===== config.mk =====
export PLATFORM = sky130hd
export DESIGN_NAME = mem_cycle_ctrl
export DESIGN_NICKNAME = d
export VERILOG_FILES = /design/src/rtl/pdp8_mem_pkg.sv /design/src/rtl/mem_cycle_ctrl.sv
export SDC_FILE = /design/constraint.sdc
export NUM_CORES = 1
export LEC_CHECK = 0
export BUFFER_PORTS_ARGS = -buffer_cell sky130_fd_sc_hd__buf_2
export CAP_MARGIN = 0
export CORE_UTILIZATION = 55
export CTS_BUF_LIST = sky130_fd_sc_hd__clkbuf_8
export CTS_CLUSTER_DIAMETER = 200
export DETAILED_ROUTE_END_ITERATION = 8
export PLACE_DENSITY = 0.94
export SLEW_MARGIN = 10
export SYNTH_ARGS = -nofsm -noshare
export SYNTH_HDL_FRONTEND = slang
export SYNTH_SLANG_ARGS = --single-unit
export TNS_END_PERCENT = 1

===== constraint.sdc =====
create_clock -name clk -period 4.93 [get_ports clk]
set_clock_uncertainty 0.15 [all_clocks]
set_input_delay 0.493 -clock clk [delete_from_list [all_inputs] [get_ports clk]]
set_output_delay 0.493 -clock clk [all_outputs]
set_load 0.05 [all_outputs]

===== src/rtl/pdp8_mem_pkg.sv =====
// Shared definitions for the PDP-8 core-memory cycle controller.
// Holds the transaction op encodings, the controller state enum and the
// default autoindex window (locations 0o0010..0o0017).
package pdp8_mem_pkg;

    typedef enum logic [1:0] {
        OP_READ    = 2'b00,
        OP_WRITE   = 2'b01,
        OP_ISZ     = 2'b10,
        OP_AUTOIDX = 2'b11
    } op_e;

    typedef enum logic [2:0] {
        IDLE,
        RD_ISSUE,
        RD_CAPT,
        WRITE,
        DONE
    } state_e;

    localparam logic [11:0] AUTOINDEX_LO = 12'o0010;
    localparam logic [11:0] AUTOINDEX_HI = 12'o0017;

endpackage


===== src/rtl/mem_cycle_ctrl.sv =====
// Initiator side of the PDP-8 core-memory interface.
// Accepts one transaction at a time (READ, WRITE, ISZ, AUTOIDX), owns the
// MA/MB registers and drives the RAM pins.
// Ports:
//   clk, rst_n          clock, asynchronous active-low reset
//   req, op, addr, wdata transaction request (sampled only in IDLE)
//   busy, done          controller status; done is a one-cycle pulse
//   rdata, skip         result value and ISZ-zero flag, valid with done
//   mem_oe, mem_we      RAM strobes, decoded from the state register
//   mem_addr, mem_wdata RAM address (MA) and write data (MB during WRITE)
//   mem_rdata           RAM read data (registered, oe-gated)
module mem_cycle_ctrl #(
    parameter int          AW           = 12,
    parameter int          DW           = 12,
    parameter logic [AW-1:0] AUTOINDEX_LO = pdp8_mem_pkg::AUTOINDEX_LO,
    parameter logic [AW-1:0] AUTOINDEX_HI = pdp8_mem_pkg::AUTOINDEX_HI
) (
    input  logic          clk,
    input  logic          rst_n,
    input  logic          req,
    input  logic [1:0]    op,
    input  logic [AW-1:0] addr,
    input  logic [DW-1:0] wdata,
    output logic          busy,
    output logic          done,
    output logic [DW-1:0] rdata,
    output logic          skip,
    output logic          mem_oe,
    output logic          mem_we,
    output logic [AW-1:0] mem_addr,
    output logic [DW-1:0] mem_wdata,
    input  logic [DW-1:0] mem_rdata
);

    import pdp8_mem_pkg::*;

    state_e        state_q, state_d;
    op_e           op_q, op_d;
    logic [AW-1:0] ma_q, ma_d;
    logic [DW-1:0] mb_q, mb_d;
    logic [DW-1:0] rdata_q, rdata_d;
    logic          skip_q, skip_d;
    logic          in_window;

    assign in_window = (ma_q >= AUTOINDEX_LO) && (ma_q <= AUTOINDEX_HI);

    always_ff @(posedge clk or negedge rst_n) begin
        if (!rst_n) begin
            state_q <= IDLE;
            op_q    <= OP_READ;
            ma_q    <= '0;
            mb_q    <= '0;
            rdata_q <= '0;
            skip_q  <= 1'b0;
        end else begin
            state_q <= state_d;
            op_q    <= op_d;
            ma_q    <= ma_d;
            mb_q    <= mb_d;
            rdata_q <= rdata_d;
            skip_q  <= skip_d;
        end
    end

    always_comb begin
        state_d   = state_q;
        op_d      = op_q;
        ma_d      = ma_q;
        mb_d      = mb_q;
        rdata_d   = rdata_q;
        skip_d    = skip_q;
        mem_oe    = 1'b0;
        mem_we    = 1'b0;
        mem_wdata = '0;
        done      = 1'b0;

        unique case (state_q)
            IDLE: begin
                if (req) begin
                    ma_d    = addr;
                    mb_d    = wdata;
                    op_d    = op_e'(op);
                    state_d = (op_e'(op) == OP_WRITE) ? WRITE : RD_ISSUE;
                end
            end
            RD_ISSUE: begin
                mem_oe  = 1'b1;
                state_d = RD_CAPT;
            end
            RD_CAPT: begin
                // RAM output is oe-gated, so oe stays high while capturing.
                mem_oe = 1'b1;
                mb_d   = mem_rdata;
                if (op_q == OP_ISZ || (op_q == OP_AUTOIDX && in_window)) begin
                    mb_d    = mem_rdata + DW'(1);
                    state_d = WRITE;
                end else begin
                    // Plain read path: result and skip settle as DONE begins.
                    rdata_d = mem_rdata;
                    skip_d  = 1'b0;
                    state_d = DONE;
                end
            end
            WRITE: begin
                mem_we    = 1'b1;
                mem_wdata = mb_q;
                rdata_d   = mb_q;
                skip_d    = (op_q == OP_ISZ) && (mb_q == '0);
                state_d   = DONE;
            end
            DONE: begin
                done    = 1'b1;
                state_d = IDLE;
            end
            default: state_d = IDLE;
        endcase
    end

    assign busy     = (state_q != IDLE);
    assign rdata    = rdata_q;
    assign skip     = skip_q;
    assign mem_addr = ma_q;

endmodule


# After elaboration in Yosys (flattened, before gate mapping)
# Index checks and enable logic that the tools add are counted.
[op_classes]
reduce_logical = 13
mux = 15
add_sub_neg = 1
n_eq_ne = 9
n_lt_le_gt_ge = 2
[ops]
columns = ["op", "count"]
rows = [
  ["$mux W12", 4],
  ["$pmux W12 S2", 2],
  ["$add A12 B1 Y12 const B", 1],
  ["$ge A12 B4 Y1 const B", 1],
  ["$le A12 B4 Y1 const B", 1],
  ["$logic_not A12 Y1", 1],
  ["$pmux W3 S4", 1],
  ["$eq A3 B2 Y1 const B", 2],
  ["$mux W3", 2],
  ["$reduce_and A2 Y1", 3],
  ["$eq A2 B2 Y1 const B", 2],
  ["$mux W1", 4],
  ["$ne A2 B2 Y1 const B", 2],
  ["$reduce_bool A2 Y1", 2],
  ["$eq A3 B1 Y1 const B", 1],
  ["$eq A3 B3 Y1 const B", 1],
  ["$logic_and A1 B1 Y1", 3],
  ["$logic_not A3 Y1", 1],
  ["$reduce_bool A3 Y1", 1],
  ["$eq A2 B1 Y1 const B", 1],
  ["$mux W2", 1],
  ["$pmux W1 S2", 1],
  ["$reduce_or A2 Y1", 1],
  ["$logic_or A1 B1 Y1", 1],
]
[totals]
output_inout_bits = 41
reg_bits = 42

# Depth between registers and ports, before layout
# Gate-level depths: netlist of run 1.
[logic_depth]
word_depth = 6
depth_mapped = 8
mapped_depth_nobuf = 5

# Least setup slack after synthesis of run 1
# OpenSTA, ideal clock, no wires.
[synth_timing]
kind = "reg2out"
startpoint = "register state_q[2]"
endpoint = "output port mem_wdata[3]"
required_time_ns = 4.287
setup_slack_ns = 2.416
arrival_time_ns = 1.871
stages_incl_launch_ff = 5
path_cell_list = "dfrtp_1 > nand3b_1 > inv_1 > clkbuf_1 > and2_1"
[synth_between]
elab_chain_len = 2
[synth_lines]
columns = ["element", "line", "rtl"]
rows = [
  ["from (decl)", "mem_cycle_ctrl.sv:37", "state_e state_q, state_d;"],
  ["from (signal assigned)", "mem_cycle_ctrl.sv:56", "state_q <= state_d;"],
  ["$eq A3 B2 Y1", "mem_cycle_ctrl.sv:77", "unique case (state_q)"],
  ["$mux W12", "mem_cycle_ctrl.sv:77", ""],
  ["to (decl)", "mem_cycle_ctrl.sv:31", "output logic [DW-1:0] mem_wdata,"],
]
# No other way between the ends.

# Worst setup path after layout of run 1
[layout_timing]
startpoint = "register state_q[1]"
endpoint = "output port mem_wdata[0]"
# Same word-level chain as after synthesis.

==> results of run 1 <==
[where the power goes]
part	total (W)	switching [W]	internal, W
combinational	0.00110	0.000754	0.000343
sequential	0.000649	0.000135	0.000515
clock	0.000214	0.000119	0.0000951
[worst max-delay path, stage by stage, from the launching register on]
cell and delay [ps]:
dfrtp_1 500, nand3b_1 280, inv_1 330, and2_1 210, buf_2 270
[worst max-delay path by stage]
stage / start / to / cells past startpoint
2_1_floorplan: state_q[2]$_DFFE_PN0P_ / mem_wdata[3] / 4
3_3_place_gp: mem_addr[10]$_DFFE_PN0P_ / state_q[2]$_DFFE_PN0P_ / 5
3_5_place_dp: mem_addr[6]$_DFFE_PN0P_ / rdata[6]$_DFFE_PN0P_ / 5
4_1_cts: state_q[1]$_DFFE_PN0P_ / mem_wdata[1] / 4
5_1_grt: state_q[1]$_DFFE_PN0P_ / mem_wdata[4] / 4
6_report: state_q[1]$_DFFE_PN0P_ / mem_wdata[0] / 4
[sequential cells by signal (all words and copies together), names as in the netlist]
signal and flops:
skip 1, mem_addr 12, rdata 12, state_q 3
mb_q 12, op_q 2
[layer usage]
layer | wire length [µm] | global-route usage
met1 | 2100 | 0.333
met2 | 2580 | 0.448
met3 | 380 | 0.0775
met4 | 53 | 0.0778
met5 | 0 | 0
[kinds of logic (layout without fill, tap and decap cells)]
kind of cell / count (synthesis) / count (layout) / share of synthesized area
AOI/OAI and AO/OA: 42 / 42 / 0.145
xor gates and xnor gates: 9 / 9 / 0.0362
adders and majority gates: 1 / 1 / 0.00574
buffers and inverters: 17 / 93 / 0.0448
DFF: 42 / 42 / 0.482
muxes: 18 / 18 / 0.0908
and+or+nand+nor: 69 / 69 / 0.195
[stage by stage]
step,util,total power (W),hold slack [ps],worst slack (ps)
final,0.711,0.00196,160,2400
after global routing,0.711,0.00207,247,2250
after CTS,0.711,0.00197,193,2420
after detailed placement,0.690,0.00176,340,2500
after global placement,0.690,0.00171,338,2640
after floorplan,-,0.00153,47.4,2420
[cell usage after synthesis, types with 2 or more instances]
cell,number
nor3_1,4
clkbuf_1,3
nor4_1,4
mux2i_1,4
mux2_2,14
a211oi_1,5
nor2b_1,7
dfrtp_1,42
xnor2_1,9
and2_1,13
nor4b_2,2
a221o_1,10
nand2_1,9
o21ai_0,6
a21oi_1,9
a32o_1,2
inv_1,5
nand3_1,4
nand4_1,3
buf_6,2
nor2_1,14
buf_2,3
buf_4,4
nor3b_1,2
a211o_1,2
[final cells by class]
type,instances,area [µm²]
Inverter,5,18.8
Sequential cell,42,1050
Clock buffer,5,68.8
Fill cell,297,1070
Tap cell,48,60.1
Multi-Input combinational cell,139,1030
Timing Repair Buffer,81,405
Clock inverter,2,10.0
[placed cells by master, fill, tap and decap left out, drive strengths merged, types with 3 or more instances in the layout]
master / synthesis / routed
a221o: 10 / 10
xnor2: 9 / 9
nor2: 15 / 15
and2: 14 / 14
nand3: 4 / 4
a21oi: 9 / 9
nor3b: 3 / 3
mux2i: 4 / 4
buf: 9 / 81
nor4b: 3 / 3
nand2: 9 / 9
nor2b: 7 / 7
nor4: 4 / 4
nor3: 4 / 4
clkbuf: 3 / 5
a211oi: 5 / 5
mux2: 14 / 14
dfrtp: 42 / 42
nand4: 3 / 3
o21ai: 6 / 6
inv: 5 / 5
==> results.md, run 1 <==
* DR vias/cell at 5.86
* Core area at 3720 µm²
* Post-synth ARST share at 1.00
* Cell Pwr Density at 742 nW/µm²
* Ports at 82
* Chip width at 64.9 µm
* DRC viols at 0
* RSZ-0062 raised after global routing: false
* CTS Buf Count at 5
* Final period utilization at 0.513
* Cts hold-fix bufs at 0
* Longest Clk Path Bufs at 2
* Initial core utilization at 0.586
* Layout Nets at 316
* Hold WC Path Type: input pin to async pin
* Measured slew at the worst slew-check pin at 906 ps
* Clk root buf: clkbuf_8
* CTS tree: done
* Crit path required time at 4290 ps
* Post-synth top area share at 0.482
* Syn_nets at 240
* Final Max Slew Viols at 0
* Cell count after placement at 315
* Synthesized area at 2180 µm²
* GPL Wtd Cong at 0.844
* CTS Sinks at 42
* Die H at 64.9 µm
* CP Capture Type: output port
* Routed length per placed instance at 15.9 µm
* Maximum VDD drop at 0.523 mV
* Grt ovf at 0
* Status: finished clean
* Site row count at 22
* Post-synth EDFFs at 0
* Vias in the first global route at 1771
* Cell area after layout at 2640 µm²
* Count of cell types in the netlist at 41
* Slew HR at 0.396
* Worst Reg2Reg Path Length in Cells at 5
* Synthesized area per cell at 11.0 µm²
* GR Util All Layers at 0.268
* Setup violators final at 0
* Initial DRT Pass Iterations at 4
* PortBufs at 81
* Final hold vios at 0
* Dpl hpwl at 3870 µm
* Max Freq at 395 MHz
* Cell count after synthesis at 198
* Post-Layout Cell Count at 322
* Syn-to-layout area delta at 21.4%
* First-pass GRT wire length at 8410 µm
* Synth Register Bits at 42
* Ant diodes at 0
* Leakage at 1.26 nW
* TNS Setup at 0 ps
* Reg-to-reg endpoint: rdata[6]$_DFFE_PN0P_
* Max-cap viol count at 0
* Maximum number of pins on one net before global-route repair at 43
* Kind of critical path: flip-flop to output port
* Worst-path fanout max at 14
* CP arrival at 1890 ps
* Min cycle time layout at 2530 ps
* Yosys top cell by area: dfrtp_1
* H-Tree Depth at 2
* Initial antenna violation count at 0
* Die ar. at 4220 µm²
* Reg-to-reg setup timing slack at 2490 ps
* Fraction of layout cells with a size suffix above 1 at 0.401
* Placed cell areas at 2560 µm²
* Remaining antenna violation count at 0
* Worst-path clk slew at 90 ps
* Yosys Warn Count at 0
* Clock latency on the worst-skew pair at 310 ps
* Main synth FF type: dfrtp_1
* R2r startpoint: mem_addr[6]$_DFFE_PN0P_
* Dominant cells by area after synthesis: dfrtp_1 (48%), mux2_2 (7.2%), a221o_1 (4.6%)
* Crit start category: flip-flop
* Post-synthesis sequential area ratio at 0.482
* Postcts setup bufs at 0
* Cts repair resizes at 0
* Wirelength, routed at 5110 µm
* Iteration-0 DRC Markers at 187
* Vias at 1886
Power figures use the tool's default switching activity.
==> inputs of run 2 (changes only) <==
--- a/config.mk
+++ b/config.mk
@@ -7,11 +7,11 @@
 export LEC_CHECK = 0
 export BUFFER_PORTS_ARGS = -buffer_cell sky130_fd_sc_hd__buf_2
 export CAP_MARGIN = 0
-export CORE_UTILIZATION = 55
+export CORE_UTILIZATION = 51
 export CTS_BUF_LIST = sky130_fd_sc_hd__clkbuf_8
 export CTS_CLUSTER_DIAMETER = 200
 export DETAILED_ROUTE_END_ITERATION = 8
-export PLACE_DENSITY = 0.94
+export PLACE_DENSITY = 0.89
 export SLEW_MARGIN = 10
 export SYNTH_ARGS = -nofsm -noshare
 export SYNTH_HDL_FRONTEND = slang
==> constraint.sdc (replaced) <==
create_clock -name clk -period 2.5 [get_ports clk]
set_clock_uncertainty 0.15 [all_clocks]
set_input_delay 0.25 -clock clk [delete_from_list [all_inputs] [get_ports clk]]
set_output_delay 0.25 -clock clk [all_outputs]
set_load 0.05 [all_outputs]
==> run 2 against run 1 <==
  * Clock power rose by 110%
  * Setup slack got worse by 2200 ps
  * Flip-flop and latch count unchanged
  * Routed wire length is 0.74% higher
  * Sequential power rose by 97%
  * Non-clock buffer count grew 6
  * Power grew 100%
  * Critical endpoint is now mem_wdata[3]
  * Highest routed layer unchanged
==> results.md, run 2 (same netlist as run 1, synthesis figures left out) <==
* Crit. Startpoint: state_q[1]$_DFFE_PN0P_ (unchanged)
* GR Util All Layers at 0.235 (was 0.268)
* H-Tree Depth at 2 (unchanged)
* Fill count at 323 (was 297)
* Reg-to-reg setup timing slack at 510 ps (was 2490 ps)
* GPL Wtd Cong at 0.861 (was 0.844)
* Worst Reg2Reg Path Length in Cells at 6 (was 5)
* Final Max Slew Viols at 0 (unchanged)
* Site row count at 23 (was 22)
* Clock latency on the worst-skew pair at 290 ps (was 310 ps)
* Measured slew at the worst slew-check pin at 922 ps (was 906 ps)
* CTS tree: done (unchanged)
* Initial DRT Pass Iterations at 4 (unchanged)
* Initial antenna violation count at 0 (unchanged)
* Ports at 82 (unchanged)
* Most frequent cells in the layout: buf_2 (81), dfrtp_1 (42), nor2_1 (14), mux2_2 (14), and2_1 (13) (unchanged)
* Iteration-0 DRC Markers at 89 (was 187)
* Die ar. at 4540 µm² (was 4220 µm²)
* Leakage at 1.29 nW (was 1.26 nW)
* Worst path buffer plus inverter count at 2 (unchanged)
* Remaining antenna violation count at 0 (unchanged)
* Vias in the first global route at 1794 (was 1771)
* Cell Pwr Density at 1460 nW/µm² (was 742 nW/µm²)
* Cell area after layout at 2710 µm² (was 2640 µm²)
* Largest stage delay, worst path at 520 ps (was 500 ps)
* Worst-path fanout max at 14 (unchanged)
* Postcts setup bufs at 0 (unchanged)
* Routed length per placed instance at 15.6 µm (was 15.9 µm)
* Hold WC Path Type: input pin to flip-flop (was input pin to async pin)
* GRT met1 Usage at 0.288 (was 0.333)
* RSZ-0062 raised after global routing: false (unchanged)
* GRT busiest layer: met2 (unchanged)
* Worst-path cell chain: nand3b_1, inv_1, and2_1, buf_2 (unchanged)
* CTS Buf Count at 5 (unchanged)
* Critical path depth at 4 (unchanged)
* Placed cell areas at 2610 µm² (was 2560 µm²)
* Crit start category: flip-flop (unchanged)
* Maximum VDD drop at 0.893 mV (was 0.523 mV)
* Reg-to-reg endpoint: mb_q[5]$_DFFE_PN0P_ (was rdata[6]$_DFFE_PN0P_)
* Fraction of layout cells with a size suffix above 1 at 0.413 (was 0.401)
* Clk root buf: clkbuf_8 (unchanged)
* PortBufs at 81 (unchanged)
* First-pass GRT wire length at 7940 µm (was 8410 µm)
* Min cycle time layout at 2260 ps
* Max Freq at 442 MHz
* Syn-to-layout area delta at 24.4% (was 21.4%)
* Slowest-stage cell, CP: dfrtp_1 (unchanged)
* TNS Setup at 0 ps (unchanged)
* Dpl hpwl at 3930 µm (was 3870 µm)
* Crit path to: mem_wdata[3] (was mem_wdata[0])
* Final hold vios at 0 (unchanged)
* Grt ovf at 0 (unchanged)
* Longest Clk Path Bufs at 2 (unchanged)
* Core area at 4060 µm² (was 3720 µm²)
* Pre-CTS WS at 522 ps (was 2500 ps)
* Setup WS post-layout at 238 ps (was 2400 ps)
* Vias at 1892 (was 1886)
* Status: finished clean (unchanged)
* CP arrival at 1860 ps (was 1890 ps)
* Wirelength, routed at 5150 µm (was 5110 µm)
* Ant diodes at 0 (unchanged)
* CTS Sinks at 42 (unchanged)
* WHS at 14.8 ps (was 160 ps)
* Kind of critical path: flip-flop to output port (unchanged)
* Crit path required time at 2100 ps (was 4290 ps)
* Maximum number of pins on one net before global-route repair at 43 (unchanged)
* Met3 usage at 0.0659 (was 0.0775)
* Commonest non-fill, non-tap cell in the layout: buf_2 (unchanged)
* Top cell family by delay on the critical path: buffers and inverters (unchanged)
* Final period utilization at 0.905
* DR vias/cell at 5.72 (was 5.86)
* Chip width at 67.4 µm (was 64.9 µm)
* Worst-path clk slew at 80 ps (was 90 ps)
* Initial core utilization at 0.537 (was 0.586)
* Die H at 67.4 µm (was 64.9 µm)
* CP Capture Type: output port (unchanged)
* Max-cap viol count at 0 (unchanged)
* Slew HR at 0.385 (was 0.396)
* Met2 GRT Util at 0.403 (was 0.448)
* Setup violators final at 0 (unchanged)
* Layout Nets at 322 (was 316)
* DRC viols at 0 (unchanged)
* R2r startpoint: mem_addr[6]$_DFFE_PN0P_ (unchanged)
[run 2: timing repair]
action,in CTS,in global routing
setup endpoints to repair,0,0
endpoints found under the hold margin,42,0
resized for setup,0,0
hold buffers,1,0
[run 2: power by group]
group          total [W]  internal, W  switching (W)  leakage [nW]
logic            0.00221     0.000719        0.00149         0.735
clock network   0.000453     0.000222       0.000231        0.0472
registers        0.00128      0.00101       0.000268         0.508
total            0.00395      0.00196        0.00199          1.29
[run 2: stage by stage]
stage	total power, W	instances	util
2_1_floorplan	0.00302	198	-
3_3_place_gp	0.00344	322	0.642
3_5_place_dp	0.00351	322	0.642
4_1_cts	0.00397	331	0.668
5_1_grt	0.00417	331	0.668
6_report	0.00395	331	0.668
[run 2: how the worst min path moves through the flow]
stage                   from                       to  slack, ps  cells after the start
floorplan              rst_n      mb_q[0]$_DFFE_PN0P_       -200                      0
global placement       rst_n  mem_addr[2]$_DFFE_PN0P_        280                      1
detailed placement     rst_n  mem_addr[2]$_DFFE_PN0P_        280                      1
CTS                 wdata[6]      mb_q[6]$_DFFE_PN0P_         10                      3
global route         addr[2]  mem_addr[2]$_DFFE_PN0P_         30                      2
finish              wdata[6]      mb_q[6]$_DFFE_PN0P_         10                      3
[run 2: cell type report]
type | count | area, µm² | share of cell area
Timing Repair Buffer | 87 | 453 | 0.167
Multi-Input combinational cell | 139 | 1030 | 0.380
Sequential cell | 42 | 1050 | 0.388
Clock inverter | 2 | 12.5 | 0.00462
Tap cell | 50 | 62.6 | 0.0231
Clock buffer | 6 | 82.6 | 0.0305
Inverter | 5 | 18.8 | 0.00693
[run 2: worst reg2reg max path: stages, from the launching register on]
cell,delay [ps]
dfrtp_1,410
nor4b_2,330
a31oi_2,150
buf_4,210
nor2_1,310
mux2i_1,230
o21ai_0,100
[run 2: routing by layer]
metal	vias to the layer above	share of wire
met5	-	0
met4	0	0.0027
met3	2	0.082
met2	81	0.49
met1	912	0.42
li1	897	-
==> inputs of run 3 (changes only) <==
--- a/config.mk
+++ b/config.mk
@@ -11,7 +11,7 @@
 export CTS_BUF_LIST = sky130_fd_sc_hd__clkbuf_8
 export CTS_CLUSTER_DIAMETER = 200
 export DETAILED_ROUTE_END_ITERATION = 8
-export PLACE_DENSITY = 0.89
+export PLACE_DENSITY = 0.83
 export SLEW_MARGIN = 10
 export SYNTH_ARGS = -nofsm -noshare
 export SYNTH_HDL_FRONTEND = slang
==> run 3 against run 2 <==
  * Sequential share of layout area up 0.090 points
  * Combinational power about the same
  * Setup slack better by 3.8 ps
  * Die area unchanged
  * Via count down 2.6%
  * Global-route usage up 0.48 points
  * Sequential power about the same
  * Highest routed layer unchanged
  * Routed wire length down 1.0%
  * Critical path type unchanged
==> results.md, run 3 (same netlist as run 1, synthesis figures left out) <==
* Cell Pwr Density at 1450 nW/µm² (was 1460 nW/µm²)
* DRC viols at 0 (unchanged)
* Worst-path cell chain: nand3b_1, inv_1, and2_1, buf_2 (unchanged)
* Initial core utilization at 0.537 (unchanged)
* Largest stage delay, worst path at 530 ps (was 520 ps)
* Crit start category: flip-flop (unchanged)
* Setup violators final at 0 (unchanged)
* Status: finished clean (unchanged)
* Final hold vios at 0 (unchanged)
* Reg-to-reg endpoint: mb_q[9]$_DFFE_PN0P_ (was mb_q[5]$_DFFE_PN0P_)
* Leakage at 1.29 nW (about the same)
* Top cell family by delay on the critical path: buffers and inverters (unchanged)
* Dpl hpwl at 3780 µm (was 3930 µm)
* Worst path buffer plus inverter count at 2 (unchanged)
* Worst-path clk slew at 80 ps (about the same)
* PortBufs at 81 (unchanged)
* Maximum VDD drop at 0.901 mV (was 0.893 mV)
* Clock latency on the worst-skew pair at 300 ps (was 290 ps)
* Max-cap viol count at 0 (unchanged)
* Final period utilization at 0.903 (was 0.905)
* RSZ-0062 raised after global routing: false (unchanged)
* Longest Clk Path Bufs at 2 (unchanged)
* DR vias/cell at 5.58 (was 5.72)
* Max Freq at 443 MHz (was 442 MHz)
* Ports at 82 (unchanged)
* Core area at 4060 µm² (unchanged)
* Vias at 1843 (was 1892)
* Vias in the first global route at 1669 (was 1794)
* CP Capture Type: output port (unchanged)
* Syn-to-layout area delta at 24.1% (was 24.4%)
* CTS Sinks at 42 (unchanged)
* CTS tree: done (unchanged)
* Kind of critical path: flip-flop to output port (unchanged)
* Die ar. at 4540 µm² (unchanged)
* Wirelength, routed at 5100 µm (was 5150 µm)
* Routed length per placed instance at 15.5 µm (was 15.6 µm)
* Iteration-0 DRC Markers at 163 (was 89)
* CP arrival at 1860 ps (about the same)
* Ant diodes at 0 (unchanged)
* Maximum number of pins on one net before global-route repair at 43 (unchanged)
* Slowest-stage cell, CP: dfrtp_1 (unchanged)
* Remaining antenna violation count at 0 (unchanged)
* Measured slew at the worst slew-check pin at 939 ps (was 922 ps)
* Hold WC Path Type: input pin to flip-flop (unchanged)
* Die H at 67.4 µm (unchanged)
* Worst-path fanout max at 14 (unchanged)
* Hold Path End: mb_q[6]$_DFFE_PN0P_ (unchanged)
* Chip width at 67.4 µm (unchanged)
* Clk root buf: clkbuf_8 (unchanged)
* Grt ovf at 0 (unchanged)
* Cell count after placement at 322 (unchanged)
* Commonest non-fill, non-tap cell in the layout: buf_2 (unchanged)
* Pre-CTS WS at 455 ps (was 522 ps)
* Fraction of layout cells with a size suffix above 1 at 0.404 (was 0.413)
* GR Util All Layers at 0.239 (was 0.235)
* GPL Wtd Cong at 0.852 (was 0.861)
* Initial antenna violation count at 0 (unchanged)
* Most frequent cells in the layout: buf_2 (81), dfrtp_1 (42), nor2_1 (14), mux2_2 (14), and2_1 (13) (unchanged)
* Setup WS post-layout at 242 ps (was 238 ps)
* Worst Reg2Reg Path Length in Cells at 6 (unchanged)
* First-pass GRT wire length at 7870 µm (was 7940 µm)
* Worst hold start: wdata[6] (unchanged)
* Layout Nets at 322 (unchanged)
* Post-Layout Cell Count at 330 (was 331)
* Crit path required time at 2100 ps (about the same)
* CTS Buf Count at 5 (unchanged)
* Min cycle time layout at 2260 ps (about the same)
* Hold path depth at 3 (unchanged)
* Critical path depth at 4 (unchanged)
* R2r startpoint: state_q[1]$_DFFE_PN0P_ (was mem_addr[6]$_DFFE_PN0P_)
* Site row count at 23 (unchanged)
* Postcts setup bufs at 0 (unchanged)
* TNS Setup at 0 ps (unchanged)
* Slew HR at 0.374 (was 0.385)
* Reg-to-reg setup timing slack at 420 ps (was 510 ps)
* Initial DRT Pass Iterations at 4 (unchanged)
* H-Tree Depth at 2 (unchanged)
* Final Max Slew Viols at 0 (unchanged)
-- run 3: cell types whose count changed in the layout (fill, tap and decap cells not counted), sizes merged --
cell      before  now
clkinv         1    0
clkbuf         6    5
clkinvlp       1    0
inv            5    7
-- run 3: worst register-to-register path: stages (launching register included) --
cell      delay, ps
dfrtp_1         500
or3_4           430
nor2_4          350
buf_4           230
nor2b_1          50
a211oi_1        190
a21oi_1          70
-- run 3: through the flow --
stage / total power [W] / hold slack (ps) / area (µm²) / utilization
after floorplan: 0.00302 / -196 / 2180 / -
after global placement: 0.00346 / 273 / 2620 / 0.645
after detailed placement: 0.00351 / 283 / 2620 / 0.645
after CTS: 0.00393 / 4.86 / 2700 / 0.666
after global routing: 0.00415 / 2.63 / 2700 / 0.666
final: 0.00391 / 6.24 / 2700 / 0.666
-- run 3: cell type report --
| cell class | count | area (µm²) |
|---|---|---|
| Tap cell | 50 | 62.6 |
| Fill cell | 336 | 1350 |
| Sequential cell | 42 | 1050 |
| Inverter | 5 | 18.8 |
| Multi-Input combinational cell | 139 | 1030 |
| Timing Repair Buffer | 87 | 465 |
| Clock inverter | 2 | 7.51 |
| Clock buffer | 5 | 68.8 |
-- run 3: timing repair --
| item | in CTS | in global routing |
|---|---|---|
| gates resized for setup | 0 | 0 |
| endpoints found under the setup margin | 0 | 0 |
| hold buffers | 1 | 0 |
| hold endpoints to repair | 42 | 0 |
-- run 3: report_power, final --
part	switching (W)	total (W)	internal [W]
Sequential	0.000263	0.00128	0.00102
Clock	0.000223	0.000408	0.000184
Combinational	0.00149	0.00222	0.000733
-- run 3: worst max path at each step --
stage / start / slack, ps / to
6_report: state_q[1]$_DFFE_PN0P_ / 240 / mem_wdata[4]
5_1_grt: state_q[1]$_DFFE_PN0P_ / 80 / mem_wdata[4]
4_1_cts: state_q[1]$_DFFE_PN0P_ / 240 / mem_wdata[4]
3_5_place_dp: state_q[1]$_DFFE_PN0P_ / 460 / op_q[1]$_DFFE_PN0P_
3_3_place_gp: state_q[1]$_DFFE_PN0P_ / 490 / mem_addr[6]$_DFFE_PN0P_
2_1_floorplan: state_q[2]$_DFFE_PN0P_ / 230 / mem_wdata[3]
-- run 3: layer usage --
layer | track usage | part of all wire | routed length, µm | vias to the layer above
met4 | 0.0851 | 0.014 | 70 | 0
met1 | 0.305 | 0.43 | 2190 | 872
met3 | 0.0726 | 0.078 | 399 | 6
met2 | 0.383 | 0.48 | 2440 | 79
met5 | 0 | 0 | 0 | -
li1 | - | - | - | 886
